--- config.mk ---
export PLATFORM = sky130hd
export DESIGN_NAME = stream_rr_arbiter_flat
export DESIGN_NICKNAME = d
export VERILOG_FILES = /design/src/rtl/stream_rr_arbiter_if.sv /design/src/rtl/stream_rr_arbiter.sv /design/src/flat_wrapper.sv
export SDC_FILE = /design/constraint.sdc
export NUM_CORES = 1
export LEC_CHECK = 0
export ABC_AREA = 1
export CAP_MARGIN = 20
export CELL_PAD_IN_SITES_DETAIL_PLACEMENT = 1
export CELL_PAD_IN_SITES_GLOBAL_PLACEMENT = 2
export CORE_MARGIN = 3
export CORE_UTILIZATION = 18
export DETAILED_ROUTE_END_ITERATION = 6
export PLACE_DENSITY = 0.72
export SYNTH_ARGS = -nofsm -noshare
export SYNTH_HDL_FRONTEND = slang
export SYNTH_SLANG_ARGS = --single-unit
--- constraint.sdc ---
create_clock -name clk -period 1.3 [get_ports clk]
set_input_delay 0.39 -clock clk [delete_from_list [all_inputs] [get_ports clk]]
set_output_delay 0.39 -clock clk [all_outputs]
set_load 0.02 [all_outputs]
--- src/rtl/stream_rr_arbiter_if.sv ---
// stream_rr_arbiter_if: N source streams in, one arbitrated stream out, plus grant status.
// slave is the arbiter's view; master is the surrounding fabric (sources and sink).
// With STREAM_RR_ARBITER_LAST_EN defined, a per-source last input and a registered
// last output are added.
interface stream_rr_arbiter_if #(
  parameter int unsigned DW = 16,
  parameter int unsigned N  = 4,
  parameter int unsigned IW = (N > 1) ? $clog2(N) : 1
);
  logic [N*DW-1:0] stream_s_data_i;
  logic [N-1:0]    stream_s_valid_i;
  logic [N-1:0]    stream_s_ready_o;
  logic [DW-1:0]   stream_m_data_o;
  logic            stream_m_valid_o;
  logic            stream_m_ready_i;
  logic [N-1:0]    grant_o;
  logic [IW-1:0]   grant_id_o;
`ifdef STREAM_RR_ARBITER_LAST_EN
  logic [N-1:0]    stream_s_last_i;
  logic            stream_m_last_o;

  modport slave (
    input  stream_s_data_i, stream_s_valid_i, stream_s_last_i, stream_m_ready_i,
    output stream_s_ready_o, stream_m_data_o, stream_m_valid_o, stream_m_last_o,
    output grant_o, grant_id_o
  );

  modport master (
    output stream_s_data_i, stream_s_valid_i, stream_s_last_i, stream_m_ready_i,
    input  stream_s_ready_o, stream_m_data_o, stream_m_valid_o, stream_m_last_o,
    input  grant_o, grant_id_o
  );
`else
  modport slave (
    input  stream_s_data_i, stream_s_valid_i, stream_m_ready_i,
    output stream_s_ready_o, stream_m_data_o, stream_m_valid_o,
    output grant_o, grant_id_o
  );

  modport master (
    output stream_s_data_i, stream_s_valid_i, stream_m_ready_i,
    input  stream_s_ready_o, stream_m_data_o, stream_m_valid_o,
    input  grant_o, grant_id_o
  );
`endif
endinterface

--- src/rtl/stream_rr_arbiter.sv ---
// stream_rr_arbiter: round-robin N:1 valid/ready arbiter with bounded bursts and a
// registered output stage. Every change of owner passes through one IDLE cycle.
// Optional macro STREAM_RR_ARBITER_LAST_EN: grants end on a transfer carrying last
// (or on valid dropping) instead of at the BURST limit, so packets never interleave.
module stream_rr_arbiter #(
  parameter int unsigned DW    = 16,
  parameter int unsigned N     = 4,
  parameter int unsigned BURST = 8,
  parameter int unsigned IW    = (N > 1) ? $clog2(N) : 1
) (
  input  logic               clk,
  input  logic               rst,
  stream_rr_arbiter_if.slave arb
);

  localparam int unsigned CW = (BURST > 1) ? $clog2(BURST) : 1;

  typedef enum logic {
    IDLE  = 1'b0,
    GRANT = 1'b1
  } state_e;

  state_e        state_q;
  logic [IW-1:0] ptr_q;
  logic [IW-1:0] gid_q;
  logic [N-1:0]  grant_q;
  logic [CW-1:0] cnt_q;
  logic [DW-1:0] m_data_q;
  logic          m_valid_q;

  logic          slot_free;
  logic          own_valid;
  logic [DW-1:0] own_data;
  logic          xfer;
  logic          burst_end;
  logic          release_c;
  logic          lo_any;
  logic          hi_any;
  logic [IW-1:0] lo_idx;
  logic [IW-1:0] hi_idx;
  logic [IW-1:0] sel_idx;
  logic [IW-1:0] ptr_d;

  assign slot_free = !m_valid_q || arb.stream_m_ready_i;
  assign own_valid = |(arb.stream_s_valid_i & grant_q);
  assign xfer      = (state_q == GRANT) && own_valid && slot_free;
  assign release_c = (state_q == GRANT) && (!own_valid || (xfer && burst_end));
  assign sel_idx   = hi_any ? hi_idx : lo_idx;
  assign ptr_d     = (gid_q == IW'(N - 1)) ? '0 : gid_q + 1'b1;

`ifdef STREAM_RR_ARBITER_LAST_EN
  logic own_last;
  logic m_last_q;

  assign own_last  = |(arb.stream_s_last_i & grant_q);
  assign burst_end = own_last;
  assign arb.stream_m_last_o = m_last_q;
`else
  assign burst_end = (cnt_q == CW'(BURST - 1));
`endif

  assign arb.stream_s_ready_o = ((state_q == GRANT) && slot_free) ? grant_q : '0;
  assign arb.stream_m_data_o  = m_data_q;
  assign arb.stream_m_valid_o = m_valid_q;
  assign arb.grant_o          = grant_q;
  assign arb.grant_id_o       = gid_q;

  // Mux the current owner's data (grant_q is one-hot or zero).
  always_comb begin
    own_data = '0;
    for (int i = 0; i < int'(N); i++) begin
      if (grant_q[i]) begin
        own_data = arb.stream_s_data_i[i*DW +: DW];
      end
    end
  end

  // Pick the first requester at or above ptr; fall back to the lowest requester (wrap).
  always_comb begin
    lo_any = 1'b0;
    lo_idx = '0;
    hi_any = 1'b0;
    hi_idx = '0;
    for (int i = int'(N) - 1; i >= 0; i--) begin
      if (arb.stream_s_valid_i[i]) begin
        lo_any = 1'b1;
        lo_idx = IW'(i);
        if (IW'(i) >= ptr_q) begin
          hi_any = 1'b1;
          hi_idx = IW'(i);
        end
      end
    end
  end

  // Grant FSM: owner selection, burst counting, release and pointer advance.
  always_ff @(posedge clk or posedge rst) begin
    if (rst) begin
      state_q <= IDLE;
      ptr_q   <= '0;
      gid_q   <= '0;
      grant_q <= '0;
      cnt_q   <= '0;
    end else begin
      case (state_q)
        IDLE: begin
          if (lo_any) begin
            state_q <= GRANT;
            grant_q <= N'(1) << sel_idx;
            gid_q   <= sel_idx;
            cnt_q   <= '0;
          end
        end
        GRANT: begin
          if (xfer) begin
            cnt_q <= cnt_q + 1'b1;
          end
          if (release_c) begin
            state_q <= IDLE;
            grant_q <= '0;
            ptr_q   <= ptr_d;
          end
        end
        default: state_q <= IDLE;
      endcase
    end
  end

  // Output slice: load on a source transfer, drain when the sink accepts.
  always_ff @(posedge clk or posedge rst) begin
    if (rst) begin
      m_data_q  <= '0;
      m_valid_q <= 1'b0;
`ifdef STREAM_RR_ARBITER_LAST_EN
      m_last_q  <= 1'b0;
`endif
    end else if (xfer) begin
      m_data_q  <= own_data;
      m_valid_q <= 1'b1;
`ifdef STREAM_RR_ARBITER_LAST_EN
      m_last_q  <= own_last;
`endif
    end else if (arb.stream_m_ready_i) begin
      m_valid_q <= 1'b0;
    end
  end

endmodule

--- src/flat_wrapper.sv ---
// flat-port wrapper written by rule: the top's interface ports become plain ports
module stream_rr_arbiter_flat 
#(
  parameter int unsigned DW    = 16,
  parameter int unsigned N     = 4,
  parameter int unsigned BURST = 8,
  parameter int unsigned IW    = (N > 1) ? $clog2(N) : 1
)
  (clk, rst, arb_stream_s_data_i, arb_stream_s_valid_i, arb_stream_m_ready_i, arb_stream_s_ready_o, arb_stream_m_data_o, arb_stream_m_valid_o, arb_grant_o, arb_grant_id_o);
  stream_rr_arbiter_if #(.DW(DW), .N(N), .IW(IW)) arb_i ();
  input  logic clk;
  input  logic rst;
  input wire logic [$bits(arb_i.stream_s_data_i)-1:0] arb_stream_s_data_i;
  input wire logic [$bits(arb_i.stream_s_valid_i)-1:0] arb_stream_s_valid_i;
  input wire logic [$bits(arb_i.stream_m_ready_i)-1:0] arb_stream_m_ready_i;
  output wire logic [$bits(arb_i.stream_s_ready_o)-1:0] arb_stream_s_ready_o;
  output wire logic [$bits(arb_i.stream_m_data_o)-1:0] arb_stream_m_data_o;
  output wire logic [$bits(arb_i.stream_m_valid_o)-1:0] arb_stream_m_valid_o;
  output wire logic [$bits(arb_i.grant_o)-1:0] arb_grant_o;
  output wire logic [$bits(arb_i.grant_id_o)-1:0] arb_grant_id_o;
  assign arb_i.stream_s_data_i = arb_stream_s_data_i;
  assign arb_i.stream_s_valid_i = arb_stream_s_valid_i;
  assign arb_i.stream_m_ready_i = arb_stream_m_ready_i;
  assign arb_stream_s_ready_o = arb_i.stream_s_ready_o;
  assign arb_stream_m_data_o = arb_i.stream_m_data_o;
  assign arb_stream_m_valid_o = arb_i.stream_m_valid_o;
  assign arb_grant_o = arb_i.grant_o;
  assign arb_grant_id_o = arb_i.grant_id_o;
  stream_rr_arbiter #(.DW(DW), .N(N), .BURST(BURST), .IW(IW)) u_core (.clk(clk), .rst(rst), .arb(arb_i));
endmodule
* Yosys cells after proc, flatten, opt, wreduce, memory -nomap -nowiden
Index checks and enable logic that the tools add are counted.
** Storage, ports and cells
- Output and inout port bits :: 27
- Register bits :: 29
- Word-level logic and storage cells :: 78
** Cells by class
- Shifts and indexed selects :: 1
- Order comparisons :: 4
- Bitwise logic cells :: 2
- Multiplexer cells :: 42
- Equal/unequal tests :: 5
- Add/sub/neg operators :: 2
- Reductions and logical operators :: 15
** Operators with widths (number)
- $mux 16 :: 4
- $mux 2 :: 14
- $mux 1 :: 16
- $mux 4 :: 3
- $pmux 4 s2 :: 1
- $reduce_and 2->1 :: 4
- $mux 3 :: 2
- $pmux 3 s2 :: 1
- $logic_and 1x1->1 :: 5
- $and 4x4->4 :: 1
- $ge 1x2->1 const A :: 2
- $ge 2x2->1 const A :: 2
- $ne 2x2->1 const B :: 2
- $reduce_or 4->1 :: 1
- $shl 1x2->4 const A :: 1
- $add 3x1->3 const B :: 1
- $eq 3x3->1 const B :: 1
- $add 2x1->2 const B :: 1
- $eq 2x2->1 const B :: 1
- $logic_not 1->1 :: 2
- $logic_or 1x1->1 :: 2
- $ne 2x1->1 const B :: 1
- $pmux 1 s2 :: 1
- $reduce_bool 2->1 :: 1
- $not 1->1 :: 1

* Logic depth before layout (Yosys ltp)
- Depth in word-level cells :: 13
- Depth in mapped cells :: 9

* Least setup slack after synthesis
Ideal clock, no wire load.
- Kind :: register -> output
- From :: reg u_core.grant_q[3], in the netlist u_core.arb.grant_o[3]
- To :: out arb_stream_s_ready_o[3]
- Setup slack :: -0.353 ns
- Path buffers :: 2
- Stages on the path, launching flop included :: 5
- Arrival time :: 1.263 ns
- Cells stage by stage :: dfrtp_1 -> buf_6 -> clkinv_1 -> buf_2 -> nor2_1
** Between the ends
- Longest elaborated chain between the ends :: 1
** Ends and longest elaborated chain
- start: declaration :: line stream_rr_arbiter.sv:26 : logic [N-1:0] grant_q;
- start signal: assignment :: line stream_rr_arbiter.sv:109 : grant_q <= N'(1) << sel_idx;
- $mux 4 :: line stream_rr_arbiter.sv:62 : assign arb.stream_s_ready_o = ((state_q == GRANT) && slot_free) ? grant_q : '0;
- end: declaration :: line flat_wrapper.sv:16 : output wire logic [$bits(arb_i.stream_s_ready_o)-1:0] arb_stream_s_ready_o;
No other way between the ends.

* Worst setup path in the final report
- From :: reg u_core.m_valid_q, in the netlist u_core.arb.stream_m_valid_o
- To :: out arb_stream_s_ready_o[0]
** Between the ends
- Longest elaborated chain between the ends :: 4
** Ends and longest elaborated chain
- start: declaration :: line stream_rr_arbiter.sv:29 : logic m_valid_q;
- start signal: assignment :: line stream_rr_arbiter.sv:133 : m_valid_q <= 1'b0;
- start signal: assignment :: line stream_rr_arbiter.sv:139 : m_valid_q <= 1'b1;
- start signal: assignment :: line stream_rr_arbiter.sv:144 : m_valid_q <= 1'b0;
- $logic_not 1->1 :: line stream_rr_arbiter.sv:44 : assign slot_free = !m_valid_q || arb.stream_m_ready_i;
- $logic_or 1x1->1 :: line stream_rr_arbiter.sv:44
- $logic_and 1x1->1 :: line stream_rr_arbiter.sv:62
- $mux 4 :: line stream_rr_arbiter.sv:62
No other way between the ends.

==> results.md <==
- Logic pwr share: between 60% and 70%
- Number of detailed-route iterations in the first pass: 4
- Filler cells: ~1200
- Least-Margin Pin Slew: slightly above 300 ps
- Minimum clock period: 1490 ps
- EDFF count, synth: 0
- Crit path kind: register to primary output
- Slew Viols, Final: 0
- FF-to-FF setup slack: -190 ps
- Seq pwr share: 20.6%
- # diodes: 0
- Placer Congestion: approximately 0.83
- Inserted Clock Buffers: 5
- GRT Overall Usage: approximately 14%
- Most frequent cells after synthesis: nand2_1, a21oi_1, dfrtp_1
- Drt via density: ~4.3
- Core area: just under 10000 um^2
- Synthesized Nets: around 320
- Remaining global-route overflow: 0
- Status: finished with violations
- Synth Flop Type: dfrtp_1
- Power per cell area: roughly 2100 nW/um^2
- Layout area overhead: 102%
- Total detailed-routing wirelength: slightly above 8 mm
- Register-to-Register Path Depth: 8
- Die footprint: 11600 um^2
- Worst R2R Start: u_core.arb.stream_m_valid_o
- Count of non-filler cells in the finished layout: just over 500
- TNS Setup: -4150 ps
- Unrepaired setup endpoints after global routing: true
- Starting DRC count in detailed routing: 77
- Synth Cell Area: roughly 1900 um^2
- Syn_area_per_cell: approximately 7.6 um^2
- Synth Area in XOR/XNOR: 0%
- Synth async-reset ratio: 100%
- Hold-fix buffers, CTS: 0
- Most common cell in the netlist: nand2_1
- Crit path from: u_core.arb.stream_m_valid_o
- Area fraction of the dominant cell type after synthesis: about two fifths
- PortBufs: 97
- Fin Hold WS: around 450 ps
- Largest family of logic cells by synthesized area: compound AO/OA/AOI/OAI gates
- Worst slew margin: approximately four fifths
- Failing checks: negative setup slack
- Starting Density: 18.7%
- Synth Register Bits: 29
- Lkg Pwr: around 1.6 nW
- Crit end category: primary output
- Syn Inst Count: 243
- Chip Width: 107 um
- Reg clk slew, reported paths: approximately 70 ps
- Vias: 2225
- CTS Sinks: 29
- Maximum clock rate: approximately 670 MHz
- CTS tree: done
- CTS H-tree depth: 2
- Crit path launch type: register
- Synth Area in Simple Gates: about a quarter
- Die H: 107 um
- Max-cap viol count: 0
- Compound-Gate Fraction of Synth Area: 25.2%
- Clk pwr share: between 10% and 20%
- Initial antenna violation count: 0
- Synth unique cells: 24
- Area contributors post-synth: dfrtp_1, nand2_1, a21oi_1
- Final Core Density: ~38%
- Share of cells above drive strength 1: 41.1%
- Largest net degree at the start of global routing: 30
- Switch share: a little under half
- Adder-Cell Fraction of Synth Area: under 10%
- First-pass GRT wire length: roughly 13 mm
- Fin worst setup slack: -189 ps
- FF-to-FF End: u_core.arb.stream_m_data_o[15]
- Setup Skew: approximately 6.5 ps
- Final Cycle Share: 115%
- Yosys warnings: 0
- Psw: approximately 3.6 mW
- Nets: ~460
- CTS max path bufs: 2
- Hold Fails Final Rpt: 0
- DRC viols: 0
- Crit path max fanout: 5
- Mux contribution to synthesized area: 0%
- Detailed Place HPWL: roughly 6 mm
- Clock Latency Late Sink: about 280 ps
- Internal: 4.23 mW
- Routed wire per std cell: 15.7 um
- Vias in the first global route: about 2500
- CTS root buf: clkbuf_8
- IO Pins: approximately 100
- Setup violations, final: 32
- Sequential element share of the synthesized area: approximately two fifths
- Peak VDD IR: around 660 uV
- CP Data Required Time: about 900 ps
- Pre-CTS WS: -904 ps
- Yosys top cell by area: dfrtp_1
- CP arrival: roughly 1100 ps
- Placed Cells: about 500
- Rows: 36
- Hold Crit Class: primary input to async pin
- Antenna viol nets, final: 0
## logic make-up (layout without fill, tap and decap cells)
group,after synthesis,count (layout)
flops,29,29
compound gates,75,75
simple gates,110,111
fa+ha+maj,3,3
buf+inv,26,164
## power groups by stage
stage	Clock (mW)	Combinational (mW)	Sequential, mW
after global placement	0	4.69	1.62
after global routing	0.855	5.94	1.69
after detailed placement	0	4.78	1.63
after floorplan	0	2.19	2.04
after CTS	0.818	4.99	1.60
final	0.786	5.44	1.62
## metrics by stage
step	power [mW]	instance area (um^2)
3_5_place_dp	6.41	3310
6_report	7.85	3740
5_1_grt	8.48	3740
4_1_cts	7.40	3510
2_1_floorplan	4.23	1940
3_3_place_gp	6.30	3310
## routing by layer
layer	vias up	track usage, %	routed length [um]
met5	-	0	0
met4	0	3.34	76
met3	9	3.90	514
met2	70	23.1	3890
met1	1052	18.3	3610
li1	1094	-	-
## worst max-delay path by stage
stage,endpoint,depth (start not counted)
after floorplan,arb_stream_s_ready_o[3],4
after global placement,arb_stream_s_ready_o[3],6
after detailed placement,arb_stream_s_ready_o[3],6
after CTS,arb_stream_s_ready_o[0],4
after global routing,u_core.arb.stream_m_data_o[5],8
final,arb_stream_s_ready_o[0],4
## cell type report
type / count / area [um^2] / share of cell area, %
timing repair buffer: 143 / 1380 / 36.7
multi-input combinational: 189 / 1320 / 35.2
sequential: 29 / 731 / 19.5
tap: 133 / 166 / 4.45
clock buffer: 8 / 90.1 / 2.41
inverter: 13 / 63.8 / 1.71
## registers in the layout, indices dropped and copies added (netlist names)
register	flops
u_core.arb.grant_o	4
u_core.arb.stream_m_valid_o	1
u_core.arb.grant_id_o	2
u_core.arb.stream_m_data_o	16
u_core.cnt_q	3
u_core.ptr_q	2
u_core.state_q	1
## worst max-delay path, stage by stage, from the launching register on
cell and delay, ps:
dfrtp_2 420, nand2_4 90, nand2_8 90, nor2_4 100, buf_6 120
## timing repair
| action | CTS | global route |
|---|---|---|
| setup buffers | 8 | 0 |
| pin swaps | 16 | 18 |
| endpoints found under the setup margin | 56 | 37 |
| cloned | 1 | 1 |
| gates resized for setup | 165 | 48 |
## cell usage in the layout (no fill, tap or decap), types with 2 or more instances in the layout
cell,n
clkdlybuf4s50_1,65
nand2_1,55
buf_4,31
dfrtp_1,25
a21oi_1,21
a21oi_2,19
buf_2,18
o211ai_1,16
nor2_1,14
buf_6,14
a21oi_4,10
inv_1,9
nand2_4,8
nand3_2,8
buf_12,8
nand2_2,7
nor2_4,6
clkbuf_8,6
o21ai_1,5
nor2_2,5
dlygate4sd2_1,5
nand3_1,4
dfrtp_2,4
clkinv_2,2
ha_2,2
clkbuf_1,2
Power figures use the tool's default switching activity.
